## src/rtl/wfifo_wr_arb_if.sv

```systemverilog
// Purpose : bundles the write-side signals of the async FIFO between requesters/synchronizer and the arbiter.
// Latency : n/a (signal container only).
// Backpress: gnt is the only accept indication; a requester holds req until it sees gnt.
//
// Signals:
//   req, req_data      requester -> arbiter, one request bit and one DATA_WIDTH slice per requester
//   gnt                arbiter -> requester, one-hot combinational accept
//   rp2_wpt            synchronized Gray read pointer (read-to-write synchronizer output)
//   wpt                registered Gray write pointer (to write-to-read synchronizer)
//   wen, waddr, wdata  RAM write port
//   wfull, walmost_full, wlevel   registered status
interface wfifo_wr_arb_if #(
    parameter int ADDR_WIDTH = 4,
    parameter int DATA_WIDTH = 8,
    parameter int NREQ       = 3
);
    logic [NREQ-1:0]            req;
    logic [NREQ*DATA_WIDTH-1:0] req_data;
    logic [NREQ-1:0]            gnt;
    logic [ADDR_WIDTH:0]        rp2_wpt;
    logic [ADDR_WIDTH:0]        wpt;
    logic                       wen;
    logic [ADDR_WIDTH-1:0]      waddr;
    logic [DATA_WIDTH-1:0]      wdata;
    logic                       wfull;
    logic                       walmost_full;
    logic [ADDR_WIDTH:0]        wlevel;

    // master: requesters plus synchronizer side; slave: the arbiter itself
    modport master (
        output req, req_data, rp2_wpt,
        input  gnt, wpt, wen, waddr, wdata, wfull, walmost_full, wlevel
    );

    modport slave (
        input  req, req_data, rp2_wpt,
        output gnt, wpt, wen, waddr, wdata, wfull, walmost_full, wlevel
    );
endinterface

```

## src/rtl/wfifo_wr_arb.sv

```systemverilog
// Purpose : write-side controller of the async FIFO; round-robin shares one RAM write port among NREQ requesters.
// Latency : req -> gnt/wen/wdata combinational (0 cycles); pointers and flags update at the next WCLK edge.
// Backpress: gnt is withheld while wfull is set; requesters hold req until granted.
//
// Ports:
//   WCLK  write clock
//   WRST  synchronous active-high reset; also gates gnt/wen combinationally while high
//   bus   wfifo_wr_arb_if.slave: req/req_data in, gnt out, rp2_wpt in, wpt/wen/waddr/wdata and
//         wfull/walmost_full/wlevel out
module wfifo_wr_arb #(
    parameter int ADDR_WIDTH = 4,
    parameter int DATA_WIDTH = 8,
    parameter int NREQ       = 3,
    parameter int AF_MARGIN  = 2
) (
    input  logic                 WCLK,
    input  logic                 WRST,
    wfifo_wr_arb_if.slave        bus
);
    localparam int AW    = ADDR_WIDTH;
    localparam int DEPTH = 2 ** AW;
    localparam int IDXW  = (NREQ > 1) ? $clog2(NREQ) : 1;

    logic [IDXW-1:0]       last_q;
    logic [AW:0]           wbin_q;
    logic [AW:0]           wpt_q;
    logic                  wfull_q;
    logic                  walmost_full_q;
    logic [AW:0]           wlevel_q;

    logic [NREQ-1:0]       gnt_c;
    logic [IDXW-1:0]       gnt_idx;
    logic [IDXW-1:0]       cand;
    logic                  found;
    logic [DATA_WIDTH-1:0] wdata_c;

    logic [AW:0]           wbin_next;
    logic [AW:0]           wgray_next;
    logic [AW:0]           rbin;
    logic [AW:0]           level_next;
    logic [AW+1:0]         free_next;
    logic                  full_next;
    logic                  af_next;

    // Round-robin search starting one past the last granted requester.
    // Reset and full both suppress the grant, so the search is skipped entirely.
    always_comb begin
        gnt_c   = '0;
        gnt_idx = last_q;
        cand    = last_q;
        found   = 1'b0;
        if (!WRST && !wfull_q) begin
            for (int k = 1; k <= NREQ; k++) begin
                cand = IDXW'((int'(last_q) + k) % NREQ);
                if (!found && bus.req[cand]) begin
                    found        = 1'b1;
                    gnt_c[cand]  = 1'b1;
                    gnt_idx      = cand;
                end
            end
        end
    end

    always_comb begin
        wdata_c = '0;
        if (found) begin
            wdata_c = bus.req_data[int'(gnt_idx)*DATA_WIDTH +: DATA_WIDTH];
        end
    end

    // Gray-to-binary of the synchronized read pointer: bit i is the XOR of all bits at and above i.
    always_comb begin
        rbin = '0;
        for (int i = 0; i <= AW; i++) begin
            rbin[i] = ^(bus.rp2_wpt >> i);
        end
    end

    assign wbin_next  = wbin_q + {{AW{1'b0}}, found};
    assign wgray_next = wbin_next ^ (wbin_next >> 1);

    // Full when the write pointer is exactly one lap ahead: in Gray code that is the top two bits
    // inverted and the rest equal.
    assign full_next  = (wgray_next == {~bus.rp2_wpt[AW:AW-1], bus.rp2_wpt[AW-2:0]});
    assign level_next = wbin_next - rbin;
    assign free_next  = (AW+2)'(DEPTH) - {1'b0, level_next};
    assign af_next    = (free_next <= (AW+2)'(AF_MARGIN));

    always_ff @(posedge WCLK) begin
        if (WRST) begin
            last_q         <= IDXW'(NREQ - 1);
            wbin_q         <= '0;
            wpt_q          <= '0;
            wfull_q        <= 1'b0;
            walmost_full_q <= 1'b0;
            wlevel_q       <= '0;
        end else begin
            if (found) begin
                last_q <= gnt_idx;
            end
            wbin_q         <= wbin_next;
            wpt_q          <= wgray_next;
            wfull_q        <= full_next;
            walmost_full_q <= af_next;
            wlevel_q       <= level_next;
        end
    end

    assign bus.gnt          = gnt_c;
    assign bus.wen          = found;
    assign bus.waddr        = wbin_q[AW-1:0];
    assign bus.wdata        = wdata_c;
    assign bus.wpt          = wpt_q;
    assign bus.wfull        = wfull_q;
    assign bus.walmost_full = walmost_full_q;
    assign bus.wlevel       = wlevel_q;
endmodule

```

## src/flat_wrapper.sv

```systemverilog
// flat-port wrapper written by rule: the top's interface ports become plain ports
module wfifo_wr_arb_flat 
#(
    parameter int ADDR_WIDTH = 4,
    parameter int DATA_WIDTH = 8,
    parameter int NREQ       = 3,
    parameter int AF_MARGIN  = 2
)
  (WCLK, WRST, bus_req, bus_req_data, bus_rp2_wpt, bus_gnt, bus_wpt, bus_wen, bus_waddr, bus_wdata, bus_wfull, bus_walmost_full, bus_wlevel);
  wfifo_wr_arb_if #(.ADDR_WIDTH(ADDR_WIDTH), .DATA_WIDTH(DATA_WIDTH), .NREQ(NREQ)) bus_i ();
  input  logic WCLK;
  input  logic WRST;
  input wire logic [$bits(bus_i.req)-1:0] bus_req;
  input wire logic [$bits(bus_i.req_data)-1:0] bus_req_data;
  input wire logic [$bits(bus_i.rp2_wpt)-1:0] bus_rp2_wpt;
  output wire logic [$bits(bus_i.gnt)-1:0] bus_gnt;
  output wire logic [$bits(bus_i.wpt)-1:0] bus_wpt;
  output wire logic [$bits(bus_i.wen)-1:0] bus_wen;
  output wire logic [$bits(bus_i.waddr)-1:0] bus_waddr;
  output wire logic [$bits(bus_i.wdata)-1:0] bus_wdata;
  output wire logic [$bits(bus_i.wfull)-1:0] bus_wfull;
  output wire logic [$bits(bus_i.walmost_full)-1:0] bus_walmost_full;
  output wire logic [$bits(bus_i.wlevel)-1:0] bus_wlevel;
  assign bus_i.req = bus_req;
  assign bus_i.req_data = bus_req_data;
  assign bus_i.rp2_wpt = bus_rp2_wpt;
  assign bus_gnt = bus_i.gnt;
  assign bus_wpt = bus_i.wpt;
  assign bus_wen = bus_i.wen;
  assign bus_waddr = bus_i.waddr;
  assign bus_wdata = bus_i.wdata;
  assign bus_wfull = bus_i.wfull;
  assign bus_walmost_full = bus_i.walmost_full;
  assign bus_wlevel = bus_i.wlevel;
  wfifo_wr_arb #(.ADDR_WIDTH(ADDR_WIDTH), .DATA_WIDTH(DATA_WIDTH), .NREQ(NREQ), .AF_MARGIN(AF_MARGIN)) u_core (.WCLK(WCLK), .WRST(WRST), .bus(bus_i));
endmodule
```

## config.mk

```make
export PLATFORM = sky130hd
export DESIGN_NAME = wfifo_wr_arb_flat
export DESIGN_NICKNAME = d
export VERILOG_FILES = /design/src/rtl/wfifo_wr_arb_if.sv /design/src/rtl/wfifo_wr_arb.sv /design/src/flat_wrapper.sv
export SDC_FILE = /design/constraint.sdc
export NUM_CORES = 1
export LEC_CHECK = 0
export ABC_AREA = 1
export ABC_CLOCK_PERIOD_IN_PS = 5800
export BUFFER_PORTS_ARGS = -buffer_cell sky130_fd_sc_hd__buf_2
export CAP_MARGIN = 20
export CORE_MARGIN = 5
export CORE_UTILIZATION = 53
export DETAILED_ROUTE_END_ITERATION = 10
export PLACE_DENSITY = 0.86
export SYNTH_ARGS = -nofsm -noshare
export SYNTH_HDL_FRONTEND = slang
export SYNTH_SLANG_ARGS = --single-unit
```

## constraint.sdc

```tcl
create_clock -name WCLK -period 5.8 [get_ports WCLK]
set_input_delay 1.16 -clock WCLK [delete_from_list [all_inputs] [get_ports WCLK]]
set_output_delay 1.16 -clock WCLK [all_outputs]
set_load 0.03 [all_outputs]
```

# [Word level (Yosys, flattened, before mapping)]
# Cells that the tools add are included.
[totals] reg_bits=19 in_bits=34 wordCells=72
[op_classes] addsub=6 div_mod_pow=3 n_lt_le_gt_ge=7 eq_ne=1 shifts=1 n_mux=29 bitwise=4 n_reduce_logical=15
[op_table] operator="32-bit by 3-bit remainder unit with 32-bit output, second input constant" count=3
[op_table] operator="5-bit XOR reduction" count=5
[op_table] operator="24-bit by 6-bit variable part select with 8-bit output" count=1
[op_table] operator="3-bit two-way mux" count=6
[op_table] operator="1-bit two-way mux" count=12
[op_table] operator="2-bit by 3-bit < comparator with 1-bit output, second input constant" count=3
[op_table] operator="2-bit two-way mux" count=4
[op_table] operator="8-bit two-way mux" count=1
[op_table] operator="2-bit by 2-bit adder with 3-bit output, second input constant" count=2
[op_table] operator="1-bit binary-select mux with 2-bit select" count=3
[op_table] operator="1-bit demux with 2-bit select" count=3
[op_table] operator="2-bit by 1-bit >= comparator with 1-bit output, second input constant" count=3
[op_table] operator="6-bit by 2-bit less-or-equal comparator with 1-bit output, second input constant" count=1
[op_table] operator="1-bit logical AND" count=6
[op_table] operator="3-bit bitwise OR" count=2
[op_table] operator="5-bit by 5-bit subtractor with 6-bit output, first input constant" count=1
[op_table] operator="5-bit by 1-bit adder with 5-bit output" count=1
[op_table] operator="5-bit == test" count=1
[op_table] operator="5-bit subtractor" count=1
[op_table] operator="5-bit by 4-bit XOR with 5-bit output" count=1
[op_table] operator="1-bit logical NOT" count=4
[op_table] operator="2-bit by 1-bit adder with 3-bit output, second input constant" count=1
[op_table] operator="2-bit NOT" count=1

# [Logic depth before layout (Yosys ltp)]
[logic_depth] ltp_word=18 ltp_mapped=25

# [Worst setup path before layout]
# No wires, ideal clock.
[synth_path] path_type="input to register" startpoint="input bus_req[1]" endpoint="register u_core.walmost_full_q, in the netlist u_core.bus.walmost_full" t_arrival_ns=3.771 required_time_ns=5.690 path_slack_ns=1.919 cell_stages=16 n_path_buf=0 path_cell_list="nand3_1 > inv_1 > a21oi_4 > nand2_1 > o21ai_0 > inv_2 > ha_1 > ha_1 > fa_1 > inv_1 > ha_1 > inv_1 > o211ai_1 > nor2_1 > nand2_1 > nor2_1"
[synth_between] elab_chain_len=16
[synth_rtl] element="start, declared" line="flat_wrapper.sv:13" text="input wire logic [$bits(bus_i.req)-1:0] bus_req;"
[synth_rtl] element="1-bit binary-select mux with 2-bit select" line="wfifo_wr_arb.sv:55" text="if (!found && bus.req[cand]) begin"
[synth_rtl] element="1-bit two-way mux (not written as such)" line="wfifo_wr_arb.sv:55"
[synth_rtl] element="1-bit two-way mux" line="wfifo_wr_arb.sv:55"
[synth_rtl] element="1-bit two-way mux" line="wfifo_wr_arb.sv:52" text="if (!WRST && !wfull_q) begin"
[synth_rtl] element="1-bit logical NOT" line="wfifo_wr_arb.sv:55"
[synth_rtl] element="1-bit logical AND" line="wfifo_wr_arb.sv:55"
[synth_rtl] element="1-bit two-way mux" line="wfifo_wr_arb.sv:55"
[synth_rtl] element="1-bit two-way mux" line="wfifo_wr_arb.sv:52"
[synth_rtl] element="[... 3 more ...]"
[synth_rtl] element="1-bit two-way mux *" line="wfifo_wr_arb.sv:52"
[synth_rtl] element="named net bus_wen" line="flat_wrapper.sv:18" text="output wire logic [$bits(bus_i.wen)-1:0] bus_wen;"
[synth_rtl] element="5-bit by 1-bit adder with 5-bit output *" line="wfifo_wr_arb.sv:79" text="assign wbin_next = wbin_q + {{AW{1'b0}}, found};"
[synth_rtl] element="named net u_core.wbin_next[1]" line="wfifo_wr_arb.sv:37" text="logic [AW:0] wbin_next;"
[synth_rtl] element="5-bit subtractor *" line="wfifo_wr_arb.sv:85" text="assign level_next = wbin_next - rbin;"
[synth_rtl] element="named net u_core.level_next[1]" line="wfifo_wr_arb.sv:40" text="logic [AW:0] level_next;"
[synth_rtl] element="5-bit by 5-bit subtractor with 6-bit output *" line="wfifo_wr_arb.sv:86" text="assign free_next = (AW+2)'(DEPTH) - {1'b0, level_next};"
[synth_rtl] element="6-bit by 2-bit less-or-equal comparator with 1-bit output *" line="wfifo_wr_arb.sv:87" text="assign af_next = (free_next <= (AW+2)'(AF_MARGIN));"
[synth_rtl] element="end signal, assigned" line="wfifo_wr_arb.sv:104" text="walmost_full_q <= af_next;"
[synth_rtl] element="end, declared" line="wfifo_wr_arb.sv:28" text="logic walmost_full_q;"
# The timed path passes the listed nets; every way through them passes the cells marked *. The select of a mux whose other input is x is not followed.
# A chain may end at the register's enable or synchronous reset.

# [Worst setup path after layout]
[layout_path] startpoint="register u_core.last_q[0]" endpoint="register u_core.walmost_full_q, in the netlist u_core.bus.walmost_full"
[layout_between] elab_chain_len=18
[layout_rtl] element="start, declared" line="wfifo_wr_arb.sv:24" text="logic [IDXW-1:0] last_q;"
[layout_rtl] element="start signal, assigned" line="wfifo_wr_arb.sv:91" text="last_q <= IDXW'(NREQ - 1);"
[layout_rtl] element="start signal, assigned" line="wfifo_wr_arb.sv:99" text="last_q <= gnt_idx;"
[layout_rtl] element="2-bit by 1-bit adder with 3-bit output" line="wfifo_wr_arb.sv:54" text="cand = IDXW'((int'(last_q) + k) % NREQ);"
[layout_rtl] element="32-bit by 3-bit remainder unit with 32-bit output" line="wfifo_wr_arb.sv:54"
[layout_rtl] element="1-bit binary-select mux with 2-bit select" line="wfifo_wr_arb.sv:55"
[layout_rtl] element="1-bit two-way mux (not written as such)" line="wfifo_wr_arb.sv:55"
[layout_rtl] element="1-bit two-way mux" line="wfifo_wr_arb.sv:55"
[layout_rtl] element="1-bit two-way mux" line="wfifo_wr_arb.sv:52"
[layout_rtl] element="1-bit logical NOT" line="wfifo_wr_arb.sv:55"
[layout_rtl] element="1-bit logical AND" line="wfifo_wr_arb.sv:55"
[layout_rtl] element="[... 4 more ...]"
[layout_rtl] element="1-bit two-way mux *" line="wfifo_wr_arb.sv:55"
[layout_rtl] element="1-bit two-way mux *" line="wfifo_wr_arb.sv:52"
[layout_rtl] element="5-bit by 1-bit adder with 5-bit output *" line="wfifo_wr_arb.sv:79"
[layout_rtl] element="named net u_core.wbin_next[1]" line="wfifo_wr_arb.sv:37"
[layout_rtl] element="5-bit subtractor *" line="wfifo_wr_arb.sv:85"
[layout_rtl] element="named net u_core.level_next[1]" line="wfifo_wr_arb.sv:40"
[layout_rtl] element="5-bit by 5-bit subtractor with 6-bit output *" line="wfifo_wr_arb.sv:86"
[layout_rtl] element="6-bit by 2-bit less-or-equal comparator with 1-bit output *" line="wfifo_wr_arb.sv:87"
# Marks and branches as above.

==> reports/qor.json <==
{
  "clock_tree": {
    "clock_latency_reported_for_the_late_side_of_the_worst_skew_pair_ns": 0.29,
    "hold_buffers": 0,
    "clock_tree.root_cell": "clkbuf_4",
    "cts-htree-levels": 1,
    "cts_tree": "built",
    "clk_sink_count": 18,
    "number_of_instances_resized_during_post_cts_repair": 0,
    "cts.repair_timing.setup_buffer_count": 0,
    "post_cts_clock_slew_at_the_launch_and_capture_registers_of_the_worst_setup_and_hold_paths_ns": 0.10,
    "longest_clk_path_bufs": 2,
    "cts_made_buffers": 3
  },
  "timing": {
    "fin_setup_tns_ns": 0,
    "setup_viol": 0,
    "fmax_mhz": 257,
    "finClkSkew_ns": 0.00379,
    "worst_hold_slack_ns": 0.621,
    "tightest_slew_ns": 0.417,
    "timing.final.ws_setup_ns": 1.91,
    "post_layout_min_period_ns": 3.89,
    "slew-limit-headroom": 0.721,
    "timing_max_transition_violations_final": 0,
    "fin_crit_sh": 0.671,
    "rsz0062_at_grt": "no",
    "final_hold_viol_count": 0
  },
  "setup_path": {
    "cp-end-kind": "flop",
    "path_max_fanout": 10,
    "critical-path-slowest-cell": "fa_1",
    "path_delay_family": "adder cells",
    "worst-endpoint-required_ns": 6.00,
    "criticalPathCategory": "flop to flop",
    "max_stage_delay_ns": 0.60,
    "startpoint_type": "flop",
    "worst_path_cell_trace": "inv_1, ha_1, inv_2, nand3_1, inv_1, a21oi_4, nand2_1, o21ai_0, inv_2, ha_1, ha_1, fa_1, inv_1, ha_1, inv_1, o211ai_1, nor2_1, nand2_1, nor2_1",
    "reg2reg_setup_slack_ns": 1.91,
    "worstPathArrival_ns": 4.09,
    "cp_num_buf_inv": 6
  },
  "yosys": {
    "postSynthCellCount": 237,
    "yosys.area.top_type_share": 0.227,
    "synthFlopType": "dfxtp_1",
    "postSynthRegisterBits": 18,
    "synth.largest_area_cell": "dfxtp_1",
    "syn_nets": 284,
    "async_reset_ff_frac": 0,
    "syn_avg_cell_area_sq_um": 6.69,
    "synth_most_common_cell": "nand2_1",
    "synth_enable_flop_cells": 0,
    "mappedNetlistArea_sq_mm": 0.00159,
    "synth_top_cells_by_count": "nand2_1 (49), inv_1 (39), nor2_1 (23)",
    "yosys_warnings": 0,
    "ys_top_cells_by_area": "dfxtp_1 (23%), nand2_1 (12%), ha_1 (9.5%)",
    "synth-seq-area-share": 0.227,
    "yosysUniqueCellTypes": 33
  },
  "layout": {
    "layout.cell_area.non_filler_sq_mm": 0.00193,
    "multi_input_comb_area_sq_mm": 0.00103,
    "antenna-diode-count": 0,
    "area.growth.synth_to_final_pct": 21.9,
    "share_of_post_route_cells_with_drive_strength_above_1": 0.282,
    "finish.cell_count_without_fillers": 329,
    "layout.nets": 346,
    "filler_cell_count": 245,
    "sequential_cell_area_sq_um": 360
  },
  "route": {
    "drcViolationCount": 0,
    "drt-initial-drc-count": 144,
    "antenna_violating_nets_post_route": 0,
    "drt_pass1_iterations": 4,
    "avgViaCountPerCell": 5.17,
    "detail_route.wl_per_cell_um": 11.9,
    "vias": 1701,
    "finalWirelength_mm": 3.91
  },
  "floorplan": {
    "die-area_sq_mm": 0.00418,
    "die_height_um": 64.7,
    "boundaryPins": 62,
    "fp-row-count": 19,
    "chipWidth_um": 64.7,
    "start_util": 0.565,
    "coreArea_sq_mm": 0.00281
  },
  "place": {
    "detailedPlace.worstSlack_ns": 1.64,
    "placement.cell_area_sq_mm": 0.00190,
    "dp.cells": 325,
    "post-dp-hpwl_mm": 3.31,
    "final_weighted_congestion_in_routability_driven_placement": 0.956,
    "io_buffer_count": 61
  },
  "min_path": {
    "timing.hold.worst.class": "flop to flop"
  },
  "global_route": {
    "antenna_found_initial": 0,
    "grt_start_max_net_pins": 25,
    "via_count_of_the_first_global_routing_pass": 1481,
    "global_route.usage.total": 0.182,
    "globalRoute.totalOverflow": 0,
    "grt_pass1_wl_mm": 6.23
  },
  "pwr": {
    "power_leakage_uw": 0.00112,
    "p_per_area_mw_per_mm2": 582,
    "irDropWorstVdd_v": 0.000387
  },
  "flow_run": {
    "timing.max_cap.violations": 0
  },
  "status": {
    "status": "complete, no violations"
  }
}
-- worst paths after layout --
path / from / endpoint / depth (start not counted)
worst max-delay path: u_core.last_q[0]$_SDFFE_PP0P_ / u_core.bus.walmost_full$_SDFF_PP0_ / 19
worst min-delay path: u_core.bus.wpt[4]$_SDFF_PP0_ / u_core.bus.wpt[4]$_SDFF_PP0_ / 2
worst max register to register: u_core.last_q[0]$_SDFFE_PP0P_ / u_core.bus.walmost_full$_SDFF_PP0_ / 19
worst min register to register: u_core.bus.wpt[4]$_SDFF_PP0_ / u_core.bus.wpt[4]$_SDFF_PP0_ / 2
-- flip-flops by register name, indices dropped and copies added (netlist names) --
signal                   cells
u_core.bus.walmost_full      1
u_core.bus.wfull             1
u_core.bus.wlevel            5
u_core.bus.wpt               5
u_core.last_q                2
u_core.wbin_q                4
-- stage by stage --
stage / util / total power, uW
3_5_place_dp: 0.676 / 1050
6_report: 0.689 / 1120
2_1_floorplan: - / 878
4_1_cts: 0.689 / 1130
3_3_place_gp: 0.676 / 1020
5_1_grt: 0.689 / 1230
-- worst register-to-register path: cells and delay by family, from the launching register on --
| kind | cells | cell delay, ns |
|---|---|---|
| flops | 1 | 0.37 |
| buf+inv | 6 | 0.57 |
| compound gates | 3 | 0.63 |
| fa+ha+maj | 5 | 1.88 |
| simple gates | 5 | 0.34 |
-- report_power, final --
part / switching, uW / total, uW / internal, uW / leakage (uW)
logic: 598 / 877 / 278 / 0.000956
registers: 15.0 / 172 / 157 / 0.000148
clock network: 38.1 / 76.4 / 38.3 / 0.0000210
-- cell type report --
type,count,share of cell area
Clock buffer,4,0.0188
Sequential cell,18,0.187
Multi-Input combinational cell,173,0.535
Tap cell,31,0.0201
Inverter,42,0.0816
Timing Repair Buffer,61,0.158
-- kinds of logic after synthesis --
family                     count (synthesis)  synth area share
AOI/OAI and AO/OA                         32             0.122
xor gates and xnor gates                  16            0.0884
adders and majority gates                 13             0.107
buffers and inverters                     46             0.121
DFF                                       18             0.227
and+or+nand+nor                          112             0.335
-- layout by cell type, fill, tap and decap left out, types with 2 or more instances in the layout --
cell,n
a21oi_1,7
buf_2,61
clkbuf_4,3
dfxtp_1,18
ha_1,12
inv_1,39
inv_2,3
nand2_1,49
nand2_2,3
nand2_4,3
nand3_1,16
nand3_2,3
nand4_1,9
nor2_1,23
o211ai_1,2
o21ai_0,6
o21ai_1,11
xnor2_1,6
xor2_1,10
-- layer usage --
layer	vias to the layer above	track usage	wire, um
li1	879	-	-
met2	47	0.356	2180
met1	769	0.205	1540
met3	6	0.0190	140
met5	-	0	0
met4	0	0.0554	52
(Power assumes the default switching activity.)
